## src/rtl/lutram_fifo_pkg.sv

```systemverilog
// Shared sizes and RAM32M port split for the LUTRAM FIFO controller.
package lutram_fifo_pkg;

    localparam int DEPTH = 32;
    localparam int AW    = 5;
    localparam int DW    = 6;
    localparam int PTR_W = 6;

    // {DOC,DOB,DOA} / {DIC,DIB,DIA} packing of one 6-bit word
    typedef struct packed {
        logic [1:0] c;
        logic [1:0] b;
        logic [1:0] a;
    } ram_word_t;

    function automatic ram_word_t to_ram(input logic [DW-1:0] w);
        ram_word_t r;
        r.a = w[1:0];
        r.b = w[3:2];
        r.c = w[5:4];
        return r;
    endfunction

    function automatic logic [DW-1:0] from_ram(input ram_word_t r);
        return {r.c, r.b, r.a};
    endfunction

endpackage

```

## src/rtl/lutram_fifo_outreg.sv

```systemverilog
// One-entry output register fed from the RAM32M asynchronous read port.
module lutram_fifo_outreg
    import lutram_fifo_pkg::*;
(
    input  logic          clk,
    input  logic          rst_n,
    input  logic          ram_empty,
    input  logic [DW-1:0] ram_do,
    input  logic          m_ready,
    output logic          load,
    output logic          m_valid,
    output logic [DW-1:0] m_data
);

    assign load = !ram_empty && (!m_valid || m_ready);

    always_ff @(posedge clk or negedge rst_n) begin
        if (!rst_n) begin
            m_valid <= 1'b0;
            m_data  <= '0;
        end else if (load) begin
            m_valid <= 1'b1;
            m_data  <= ram_do;
        end else if (m_valid && m_ready) begin
            m_valid <= 1'b0;
        end
    end

endmodule

```

## src/rtl/lutram_fifo_ctrl.sv

```systemverilog
// 32x6 FIFO controller driving an external RAM32M plus a one-word output
// register; owns pointers, S_READY, LEVEL and ALMOST_FULL.
module lutram_fifo_ctrl
    import lutram_fifo_pkg::*;
#(
    parameter int   AFULL_LVL       = 28,
    parameter logic IS_CLK_INVERTED = 1'b0
) (
    input  logic          CLK,
    input  logic          RST_N,
    input  logic          S_VALID,
    output logic          S_READY,
    input  logic [DW-1:0] S_DATA,
    output logic          M_VALID,
    input  logic          M_READY,
    output logic [DW-1:0] M_DATA,
    output logic [5:0]    LEVEL,
    output logic          ALMOST_FULL,
    output logic          RAM_WE,
    output logic [AW-1:0] RAM_WADDR,
    output logic [AW-1:0] RAM_RADDR,
    output logic [DW-1:0] RAM_DI,
    input  logic [DW-1:0] RAM_DO
);

    localparam logic [6:0] AF_LVL = 7'(AFULL_LVL);

    // Same edge as the RAM32M write port
    logic clk_i;
    assign clk_i = CLK ^ IS_CLK_INVERTED;

    logic [PTR_W-1:0] wr_ptr, rd_ptr;
    logic [PTR_W-1:0] wr_ptr_nxt, rd_ptr_nxt;
    logic             ram_empty, full_nxt;
    logic             push, pop, load;
    logic [5:0]       level_nxt;
    ram_word_t        di_w, do_w;

    assign ram_empty = (wr_ptr == rd_ptr);
    assign push      = S_VALID && S_READY;
    assign pop       = M_VALID && M_READY;

    assign wr_ptr_nxt = wr_ptr + {5'd0, push};
    assign rd_ptr_nxt = rd_ptr + {5'd0, load};
    assign full_nxt   = (wr_ptr_nxt[AW-1:0] == rd_ptr_nxt[AW-1:0])
                     && (wr_ptr_nxt[AW] != rd_ptr_nxt[AW]);
    assign level_nxt  = LEVEL + {5'd0, push} - {5'd0, pop};

    assign di_w      = to_ram(S_DATA);
    assign RAM_DI    = from_ram(di_w);
    assign do_w      = to_ram(RAM_DO);
    assign RAM_WE    = push;
    assign RAM_WADDR = wr_ptr[AW-1:0];
    assign RAM_RADDR = rd_ptr[AW-1:0];

    always_ff @(posedge clk_i or negedge RST_N) begin
        if (!RST_N) begin
            wr_ptr      <= '0;
            rd_ptr      <= '0;
            S_READY     <= 1'b0;
            LEVEL       <= '0;
            ALMOST_FULL <= 1'b0;
        end else begin
            wr_ptr      <= wr_ptr_nxt;
            rd_ptr      <= rd_ptr_nxt;
            S_READY     <= !full_nxt;
            LEVEL       <= level_nxt;
            ALMOST_FULL <= ({1'b0, level_nxt} >= AF_LVL);
        end
    end

    lutram_fifo_outreg u_outreg (
        .clk       (clk_i),
        .rst_n     (RST_N),
        .ram_empty (ram_empty),
        .ram_do    (from_ram(do_w)),
        .m_ready   (M_READY),
        .load      (load),
        .m_valid   (M_VALID),
        .m_data    (M_DATA)
    );

endmodule

```

## config.mk

```make
export PLATFORM = sky130hd
export DESIGN_NAME = lutram_fifo_ctrl
export DESIGN_NICKNAME = d
export VERILOG_FILES = /design/src/rtl/lutram_fifo_pkg.sv /design/src/rtl/lutram_fifo_outreg.sv /design/src/rtl/lutram_fifo_ctrl.sv
export SDC_FILE = /design/constraint.sdc
export NUM_CORES = 1
export LEC_CHECK = 0
export BUFFER_PORTS_ARGS = -buffer_cell sky130_fd_sc_hd__buf_2
export CAP_MARGIN = 40
export CORE_AREA = 3 3 57 59
export DETAILED_ROUTE_END_ITERATION = 8
export DIE_AREA = 0 0 60 62
export HOLD_SLACK_MARGIN = 0.02
export PLACE_DENSITY = 0.9
export SETUP_SLACK_MARGIN = 0.5
export SLEW_MARGIN = 20
export SYNTH_ARGS = -nofsm -noshare
export SYNTH_HDL_FRONTEND = slang
export SYNTH_SLANG_ARGS = --single-unit
```

## constraint.sdc

```tcl
create_clock -name CLK -period 4.7 [get_ports CLK]
set_input_delay 0.94 -clock CLK [delete_from_list [all_inputs] [get_ports CLK]]
set_output_delay 0.94 -clock CLK [all_outputs]
set_load 0.01 [all_outputs]
```

==> flow_summary.json, run 1 <==
{
  "status": "completed",
  "post-route-period-util": 0.546,
  "clk_pin_slew_worst_paths_ps": 130,
  "rsz0062_at_grt": "no",
  "firstDrtPassIters": 4,
  "ys_ff_latch": 27,
  "hold_viol": 0,
  "start_util": 0.523,
  "cp_slowest_cell": "fa_1",
  "cts_hold_buf": 0,
  "holdPathStages": 1,
  "grt_pass1_vias": 970,
  "drtAntennaViolNets": 0,
  "worstMarginPinSlew_ps": 589,
  "synthCells": 125,
  "die_w_um": 60,
  "netlist_area_sq_um": 1440,
  "crit_path_start_kind": "input pin",
  "syn_to_final_growth_pct": 8.33,
  "postCtsSetupBuffers": 0,
  "p_sw_frac": 0.428,
  "synth.yosys.seq_area_share": 0.469,
  "grt_pass1_wl_mm": 4.17,
  "cts_buffers": 3,
  "finalMaxSlewViolations": 0,
  "worst_path_most_repeated_cell": "inv_1",
  "grt_max_degree": 28,
  "portBuffers": 35,
  "wl_per_cell_um": 14.1,
  "path_cells": "buf_2 > and2_1 > inv_1 > ha_1 > inv_1 > ha_1 > inv_1 > fa_1 > inv_1 > a21o_1 > a21oi_1 > xnor2_1 > a31o_1",
  "finClkSkew_ps": 5.38,
  "p_clk_frac": 0.078,
  "route.detailed.drc": 0,
  "dieHeight_um": 62,
  "antenna_cells": 0,
  "async_flop_share": 1.00,
  "core_area_sq_um": 2760,
  "grt-ovfl-total": 0,
  "insertion_delay_ps": 320,
  "num_vias": 918,
  "drt_iter0_markers": 21,
  "ff2ff_path_depth": 10,
  "synthFlopType": "dfrtp_1",
  "synth_largest_area_cell": "dfrtp_1",
  "seq_power_share": 0.366,
  "slew_headroom": 0.608,
  "viasPerCell": 5.13,
  "hpwl_mm": 2.10,
  "crit_type": "in -> reg",
  "fmax_mhz": 390,
  "yosysWarnings": 0,
  "synth_top_area_share": 0.469,
  "power.internal_mw": 0.701,
  "yosysUniqueCellTypes": 23,
  "max_cap_violations": 0,
  "required_ps": 4920,
  "power_frac_comb": 0.556,
  "min_from": "u_outreg.m_data[0]$_DFFE_PN0P_",
  "synth_nets": 152,
  "p_switching_mw": 0.525,
  "holdWs_ps": 523,
  "synth-edff-count": 0,
  "dpl.cell_count": 175,
  "synthTopCellsByArea": "dfrtp_1 (47%), ha_1 (8.7%), xnor2_1 (8.5%)",
  "hold_end": "u_outreg.m_data[0]$_DFFE_PN0P_",
  "cp_max_fo": 3,
  "cts_sinks": 27,
  "finalWeightedCongestion": 0.845,
  "tns_ps": 0,
  "drive_above_1_share": 0.311,
  "rows": 19,
  "ir_worst_vdd_uv": 494,
  "ios": 48,
  "power.density_nw_per_um2": 785,
  "nNetsFinal": 176,
  "die_area_sq_um": 3720,
  "syn_area_per_cell_sq_um": 11.5,
  "ctsResizeCount": 0,
  "wirelength_mm": 2.53,
  "final_cells": 179,
  "timing.rr.end": "S_READY$_DFF_PN0_",
  "clockRootBuffer": "clkbuf_4",
  "end_kind": "register",
  "r2r_start": "wr_ptr[2]$_DFF_PN0_",
  "clockBufferDepth": 2,
  "cp_slowest_stage_delay_ps": 400,
  "hp-class": "reg -> reg",
  "fin_crit_ps": 2570,
  "track_usage": 0.152,
  "antenna_found_initial": 0,
  "p_leak_nw": 0.781,
  "fill_cells": 251,
  "setup_viol": 0,
  "r2r_slack_ps": 2360,
  "cp.arrival_ps": 2780,
  "cts_tree": "built",
  "htreeDepth": 1
}
-- registers in the layout, indices dropped and copies added, names as in the netlist --
name	cells
u_outreg.m_data	6
LEVEL	6
rd_ptr	6
u_outreg.m_valid	1
ALMOST_FULL	1
S_READY	1
wr_ptr	6
-- how the worst max path moves through the flow --
| stage | cells past startpoint | startpoint | endpoint | slack [ps] |
|---|---|---|---|---|
| final | 13 | S_VALID | ALMOST_FULL$_DFF_PN0_ | 2130 |
| after global routing | 13 | S_VALID | ALMOST_FULL$_DFF_PN0_ | 1980 |
| after CTS | 13 | S_VALID | ALMOST_FULL$_DFF_PN0_ | 2130 |
| after detailed placement | 13 | S_VALID | ALMOST_FULL$_DFF_PN0_ | 1780 |
| after global placement | 13 | S_VALID | ALMOST_FULL$_DFF_PN0_ | 1890 |
| after floorplan | 12 | S_VALID | ALMOST_FULL$_DFF_PN0_ | 1940 |
-- Yosys cell counts (3+ instances only) --
library cell and instances:
ha_1 10, xor2_1 10, nor3_1 3, xnor2_1 14, nand3_1 6, mux2_2 6
inv_1 13, buf_4 16, dfrtp_1 27
-- cell families after synthesis --
logic type               share of synthesized area
AND/OR/NAND/NOR                             0.0738
buffers and inverters                        0.117
AO/OA/AOI/OAI                               0.0469
flip-flops                                   0.469
XOR/XNOR                                     0.146
adder cells (fa/ha/maj)                      0.101
multiplexers                                0.0469
-- per-layer routing --
metal / track usage / up-vias / routed length [um]
met5: 0 / - / 0
met4: 0.0823 / 0 / 57
met3: 0.0248 / 7 / 123
met2: 0.264 / 25 / 1300
met1: 0.181 / 442 / 1060
li1: - / 444 / -
-- final cells by class --
class / instances / area (sq um) / share of cell area
multi-input combinational: 69 / 597 / 0.382
sequential: 27 / 676 / 0.433
inverter: 13 / 48.8 / 0.0312
timing repair buffer: 35 / 175 / 0.112
tap: 31 / 38.8 / 0.0248
clock buffer: 4 / 26.3 / 0.0168
-- power by group through the flow --
stage          Clock, mW  Sequential [mW]  Combinational, mW
4_1_cts            0.101            0.450              0.692
3_3_place_gp           0            0.447              0.653
3_5_place_dp           0            0.455              0.686
5_1_grt            0.105            0.466              0.769
6_report          0.0956            0.449              0.682
2_1_floorplan          0            0.462              0.529
-- layout by cell type, fill, tap and decap left out, types with 2 or more instances in the layout --
| cell type | n |
|---|---|
| clkbuf_4 | 3 |
| inv_1 | 13 |
| nand4_1 | 2 |
| dfrtp_1 | 27 |
| a21oi_1 | 2 |
| buf_2 | 35 |
| xnor2_1 | 14 |
| ha_1 | 10 |
| o21ai_0 | 2 |
| a21o_1 | 2 |
| nor2_1 | 2 |
| xor2_1 | 10 |
| nor3_1 | 3 |
| nand3_1 | 6 |
| mux2_2 | 6 |
| and3_1 | 2 |
-- per-stage QoR --
step | area [sq um] | util | power [mW] | setup slack (ps)
2_1_floorplan | 1440 | - | 0.991 | 1940
3_3_place_gp | 1540 | 0.557 | 1.10 | 1890
3_5_place_dp | 1540 | 0.557 | 1.14 | 1780
4_1_cts | 1560 | 0.566 | 1.24 | 2130
5_1_grt | 1560 | 0.566 | 1.34 | 1980
6_report | 1560 | 0.566 | 1.23 | 2130
-- critical path, delay by kind of cell --
family                     cells  cell delay, ps
xor gates and xnor gates       1             140
and+or+nand+nor                1             160
buffers and inverters          5             310
adders and majority gates      3             830
AOI/OAI and AO/OA              3             400
(Power assumes the default switching activity.)
==> run 2, diff against run 1 <==
--- a/config.mk
+++ b/config.mk
@@ -7,11 +7,11 @@
 export LEC_CHECK = 0
 export BUFFER_PORTS_ARGS = -buffer_cell sky130_fd_sc_hd__buf_2
 export CAP_MARGIN = 40
-export CORE_AREA = 3 3 57 59
+export CORE_AREA = 3 3 59 61
 export DETAILED_ROUTE_END_ITERATION = 8
-export DIE_AREA = 0 0 60 62
+export DIE_AREA = 0 0 62 64
 export HOLD_SLACK_MARGIN = 0.02
-export PLACE_DENSITY = 0.9
+export PLACE_DENSITY = 0.85
 export SETUP_SLACK_MARGIN = 0.5
 export SLEW_MARGIN = 20
 export SYNTH_ARGS = -nofsm -noshare
==> constraint.sdc (replaced) <==
create_clock -name CLK -period 2.65 [get_ports CLK]
set_input_delay 0.53 -clock CLK [delete_from_list [all_inputs] [get_ports CLK]]
set_output_delay 0.53 -clock CLK [all_outputs]
set_load 0.01 [all_outputs]
==> flow_summary.json, run 2 (synthesis results as in run 1) <==
{
  "seq_power_share": 0.318,
  "track_usage": 0.154,
  "slew_headroom": 0.606,
  "dieHeight_um": 64,
  "grt_pass1_wl_mm": 4.66,
  "core_area_sq_um": 3030,
  "fin_crit_ps": 2180,
  "top_layer_used": "met4",
  "hold_viol": 0,
  "hpwl_mm": 2.07,
  "post-route-period-util": 0.821,
  "cp.arrival_ps": 2390,
  "die_w_um": 62,
  "rsz0062_at_grt": "yes",
  "syn_to_final_growth_pct": 23.4,
  "portBuffers": 35,
  "cts_buffers": 3,
  "grt_pass1_vias": 1079,
  "required_ps": 2870,
  "antenna_cells": 0,
  "met3_length_um": 165,
  "fmax_mhz": 460,
  "total_power_mw": 2.47,
  "drtAntennaViolNets": 0,
  "max_cap_violations": 0,
  "clockRootBuffer": "clkbuf_4",
  "mostFrequentLayoutCells": "buf_2 (35), dfrtp_1 (25), buf_4 (13)",
  "end_kind": "register",
  "finClkSkew_ps": 4.64,
  "die_area_sq_um": 3970,
  "cts_tree": "built",
  "htreeDepth": 1,
  "clk_pin_slew_worst_paths_ps": 140,
  "grt_max_degree": 28,
  "clockBufferDepth": 2,
  "met2WireLength_mm": 1.52,
  "power.density_nw_per_um2": 1390,
  "crit_path_start_kind": "register",
  "cp_max_fo": 2,
  "final_common_cell": "buf_2",
  "insertion_delay_ps": 330,
  "ir_worst_vdd_uv": 641,
  "finalWeightedCongestion": 0.902,
  "wl_per_cell_um": 14.3,
  "route.detailed.drc": 0,
  "status": "completed",
  "final_cells": 205,
  "dpl.cell_count": 188,
  "grt-ovfl-total": 0,
  "viasPerCell": 4.90,
  "antenna_found_initial": 0,
  "power.internal_mw": 1.41,
  "setup_viol": 0,
  "wirelength_mm": 2.94,
  "worstMarginPinSlew_ps": 591,
  "p_leak_nw": 0.856,
  "p_clk_frac": 0.072,
  "drive_above_1_share": 0.484,
  "power_frac_comb": 0.610,
  "firstDrtPassIters": 4,
  "start_util": 0.476,
  "crit_type": "reg -> reg",
  "ios": 48,
  "p_switching_mw": 1.06,
  "num_vias": 1005,
  "nNetsFinal": 189,
  "rows": 20,
  "finalMaxSlewViolations": 0,
  "tns_ps": 0,
  "cts_hold_buf": 0,
  "drt_iter0_markers": 15,
  "m1WireLength_mm": 1.19,
  "fill_cells": 257,
  "cts_sinks": 27,
  "hp-class": "in -> async",
  "p_sw_frac": 0.429
}
[run 2: changes by cell type in the layout (fill, tap and decap cells not counted), moves of 4 or more]
cell / delta
inv_1: -4
inv_2: +4
buf_4: +13
ha_4: +4
ha_1: -4
[run 2: path summary, 6_finish.rpt]
path                                                startpoint                             end  slack (ps)  cells after the start
worst max-delay path                       wr_ptr[0]$_DFF_PN0_               S_READY$_DFF_PN0_         470                     10
min in group CLK                                       M_READY    u_outreg.m_valid$_DFFE_PN0P_         390                      2
worst min register to register  u_outreg.m_data[3]$_DFFE_PN0P_  u_outreg.m_data[3]$_DFFE_PN0P_         530                      1
worst max register to register             wr_ptr[0]$_DFF_PN0_               S_READY$_DFF_PN0_         470                     10
worst min-delay path                                     RST_N             rd_ptr[0]$_DFF_PN0_         180                      1
max in group asynchronous                                RST_N             rd_ptr[2]$_DFF_PN0_        2050                      1
[run 2: through the flow]
step	area [sq um]	util	hold WS, ps	worst slack (ps)
after detailed placement	1580	0.521	498	315
final	1780	0.587	178	474
after floorplan	1470	-	234	500
after global placement	1580	0.521	487	324
after global routing	1780	0.587	192	352
after CTS	1690	0.557	203	476
[run 2: power groups by stage]
stage / clock, mW / combinational [mW] / sequential [mW]
2_1_floorplan: 0 / 0.966 / 0.820
3_3_place_gp: 0 / 1.19 / 0.791
3_5_place_dp: 0 / 1.25 / 0.809
4_1_cts: 0.179 / 1.39 / 0.779
5_1_grt: 0.207 / 1.66 / 0.819
6_report: 0.179 / 1.51 / 0.788
[run 2: routing by layer]
layer | vias to the layer above | global-route usage
li1 | 472 | -
met1 | 486 | 0.201
met2 | 38 | 0.258
met3 | 9 | 0.0263
met4 | 0 | 0.0371
met5 | - | 0
[run 2: critical path: stages (launching register included)]
cell	delay, ps
dfrtp_1	440
xnor2_2	190
nand4_1	170
nor3_4	220
a21oi_4	60
ha_4	170
ha_4	160
xor2_2	160
xor2_1	170
nor3_1	220
nand4_1	110
[run 2: final cells by class]
cell class / instances / area (sq um) / share of cell area
Inverter: 13 / 48.8 / 0.0274
Tap cell: 44 / 55.1 / 0.0310
Timing Repair Buffer: 48 / 273 / 0.153
Multi-Input combinational cell: 69 / 696 / 0.391
Clock buffer: 3 / 22.5 / 0.0127
Sequential cell: 27 / 678 / 0.381
Clock inverter: 1 / 5.00 / 0.00281
[run 2: repair_timing]
| item | CTS | global route |
|---|---|---|
| gates resized for setup | 5 | 9 |
| endpoints found under the setup margin | 2 | 2 |
| pin swaps | 5 | 7 |
| setup buffers | 9 | 4 |
==> run 3, diff against run 2 <==
==> constraint.sdc (replaced) <==
create_clock -name CLK -period 2.2 [get_ports CLK]
set_input_delay 0.44 -clock CLK [delete_from_list [all_inputs] [get_ports CLK]]
set_output_delay 0.44 -clock CLK [all_outputs]
set_load 0.01 [all_outputs]
==> flow_summary.json, run 3 (synthesis results as in run 1) <==
{
  "crit_type": "reg -> reg",
  "fin_crit_ps": 2080,
  "max_cap_violations": 0,
  "clk_pin_slew_worst_paths_ps": 140,
  "firstDrtPassIters": 4,
  "crit_start": "wr_ptr[3]$_DFF_PN0_",
  "crit_path_start_kind": "register",
  "total_power_mw": 3.15,
  "core_area_sq_um": 3030,
  "cp_slowest_cell": "dfrtp_1",
  "finalWeightedCongestion": 0.861,
  "portBuffers": 35,
  "start_util": 0.476,
  "path_depth": 9,
  "ff2ff_path_depth": 9,
  "mostFrequentLayoutCells": "buf_2 (35), dfrtp_1 (25), buf_4 (15)",
  "timing.rr.end": "S_READY$_DFF_PN0_",
  "drtAntennaViolNets": 0,
  "finClkSkew_ps": 4.17,
  "dp_worst_setup_slack_ps": 9.82,
  "drt_iter0_markers": 23,
  "r2r_start": "wr_ptr[3]$_DFF_PN0_",
  "worst_path_most_repeated_cell": "xor2_2",
  "setup_slack_ps": 125,
  "endpoint": "S_READY$_DFF_PN0_",
  "hold_viol": 0,
  "finalMaxSlewViolations": 0,
  "antenna_found_initial": 0,
  "wl_per_cell_um": 13.8,
  "drive_above_1_share": 0.549,
  "rows": 20,
  "syn_to_final_growth_pct": 29.9,
  "cp.arrival_ps": 2280,
  "crit_family": "XOR/XNOR gates",
  "slew_headroom": 0.603,
  "status": "completed",
  "cts_hold_buf": 0,
  "p_leak_nw": 0.888,
  "insertion_delay_ps": 320,
  "grt_pass1_vias": 1065,
  "grt-ovfl-total": 0,
  "rsz0062_at_grt": "yes",
  "cp_num_buf_inv": 0,
  "dieHeight_um": 64,
  "final_common_cell": "buf_2",
  "hpwl_mm": 2.13,
  "hp-class": "in -> async",
  "post-route-period-util": 0.943,
  "fmax_mhz": 482,
  "nNetsFinal": 192,
  "clockBufferDepth": 2,
  "r2r_slack_ps": 120,
  "cp_max_fo": 5,
  "die_area_sq_um": 3970,
  "cts_sinks": 27,
  "ios": 48,
  "cp_slowest_stage_delay_ps": 480,
  "htreeDepth": 1,
  "end_kind": "register",
  "cts_buffers": 3,
  "power.density_nw_per_um2": 1680,
  "fill_cells": 252,
  "ir_worst_vdd_uv": 873,
  "worstMarginPinSlew_ps": 596,
  "track_usage": 0.155,
  "die_w_um": 62,
  "grt_max_degree": 28,
  "setup_viol": 0,
  "wirelength_mm": 2.87,
  "cts_tree": "built",
  "grt_pass1_wl_mm": 4.64,
  "route.detailed.drc": 0,
  "clockRootBuffer": "clkbuf_4",
  "antenna_cells": 0,
  "num_vias": 989,
  "required_ps": 2410,
  "path_cells": "xor2_2 > nor3_4 > a21oi_4 > ha_4 > nand3_1 > nor2_2 > xor2_2 > xor2_1 > nand4_1",
  "viasPerCell": 4.75
}
run 3: power by group:
group / total [mW] / switching (mW) / leakage, nW / internal, mW
Combinational: 2.00 / 0.993 / 0.561 / 1.01
Clock: 0.212 / 0.141 / 0.0150 / 0.0710
Sequential: 0.940 / 0.203 / 0.311 / 0.737
Total: 3.15 / 1.34 / 0.888 / 1.81
run 3: worst register-to-register path: cells and delay by family, from the launching register on:
family | cells | cell delay (ps)
fa+ha+maj | 1 | 170
xor+xnor | 3 | 610
simple gates | 4 | 560
compound gates | 1 | 150
flops | 1 | 480
run 3: final cells by class:
cell class	instances	area, sq um	area share
sequential	27	678	0.362
inverter	13	48.8	0.0261
tap	44	55.1	0.0294
multi-input combinational	69	764	0.408
timing repair buffer	51	299	0.160
clock buffer	4	26.3	0.0140
run 3: per-layer routing:
| layer | part of all wire | global-route usage | wire, um |
|---|---|---|---|
| met2 | 0.56 | 0.278 | 1620 |
| met4 | 0.0042 | 0.0504 | 12 |
| met1 | 0.39 | 0.180 | 1120 |
| met3 | 0.043 | 0.0242 | 124 |
| met5 | 0 | 0 | 0 |
run 3: through the flow:
step | cells | hold WS [ps] | area [sq um] | utilization | setup TNS (ps)
4_1_cts | 204 | 114 | 1800 | 0.595 | 0
3_5_place_dp | 194 | 485 | 1650 | 0.546 | 0
6_report | 208 | 100 | 1870 | 0.618 | 0
2_1_floorplan | 125 | 144 | 1500 | - | 0
3_3_place_gp | 194 | 474 | 1650 | 0.546 | 0
5_1_grt | 208 | 144 | 1870 | 0.618 | -36.8
run 3: repair_timing:
action | 4_1_cts | 5_1_grt
gates cloned | 0 | 0
gates resized for setup | 13 | 7
buffers inserted | 6 | 4
hold endpoints to repair | 0 | 0
pin swaps | 7 | 3
setup endpoints to repair | 11 | 10
run 3: worst min path at each step:
stage	end	slack, ps	from
detailed placement	rd_ptr[1]$_DFF_PN0_	490	RST_N
floorplan	ALMOST_FULL$_DFF_PN0_	140	RST_N
CTS	wr_ptr[1]$_DFF_PN0_	110	RST_N
finish	wr_ptr[1]$_DFF_PN0_	100	RST_N
global placement	wr_ptr[1]$_DFF_PN0_	470	RST_N
global route	wr_ptr[5]$_DFF_PN0_	140	RST_N
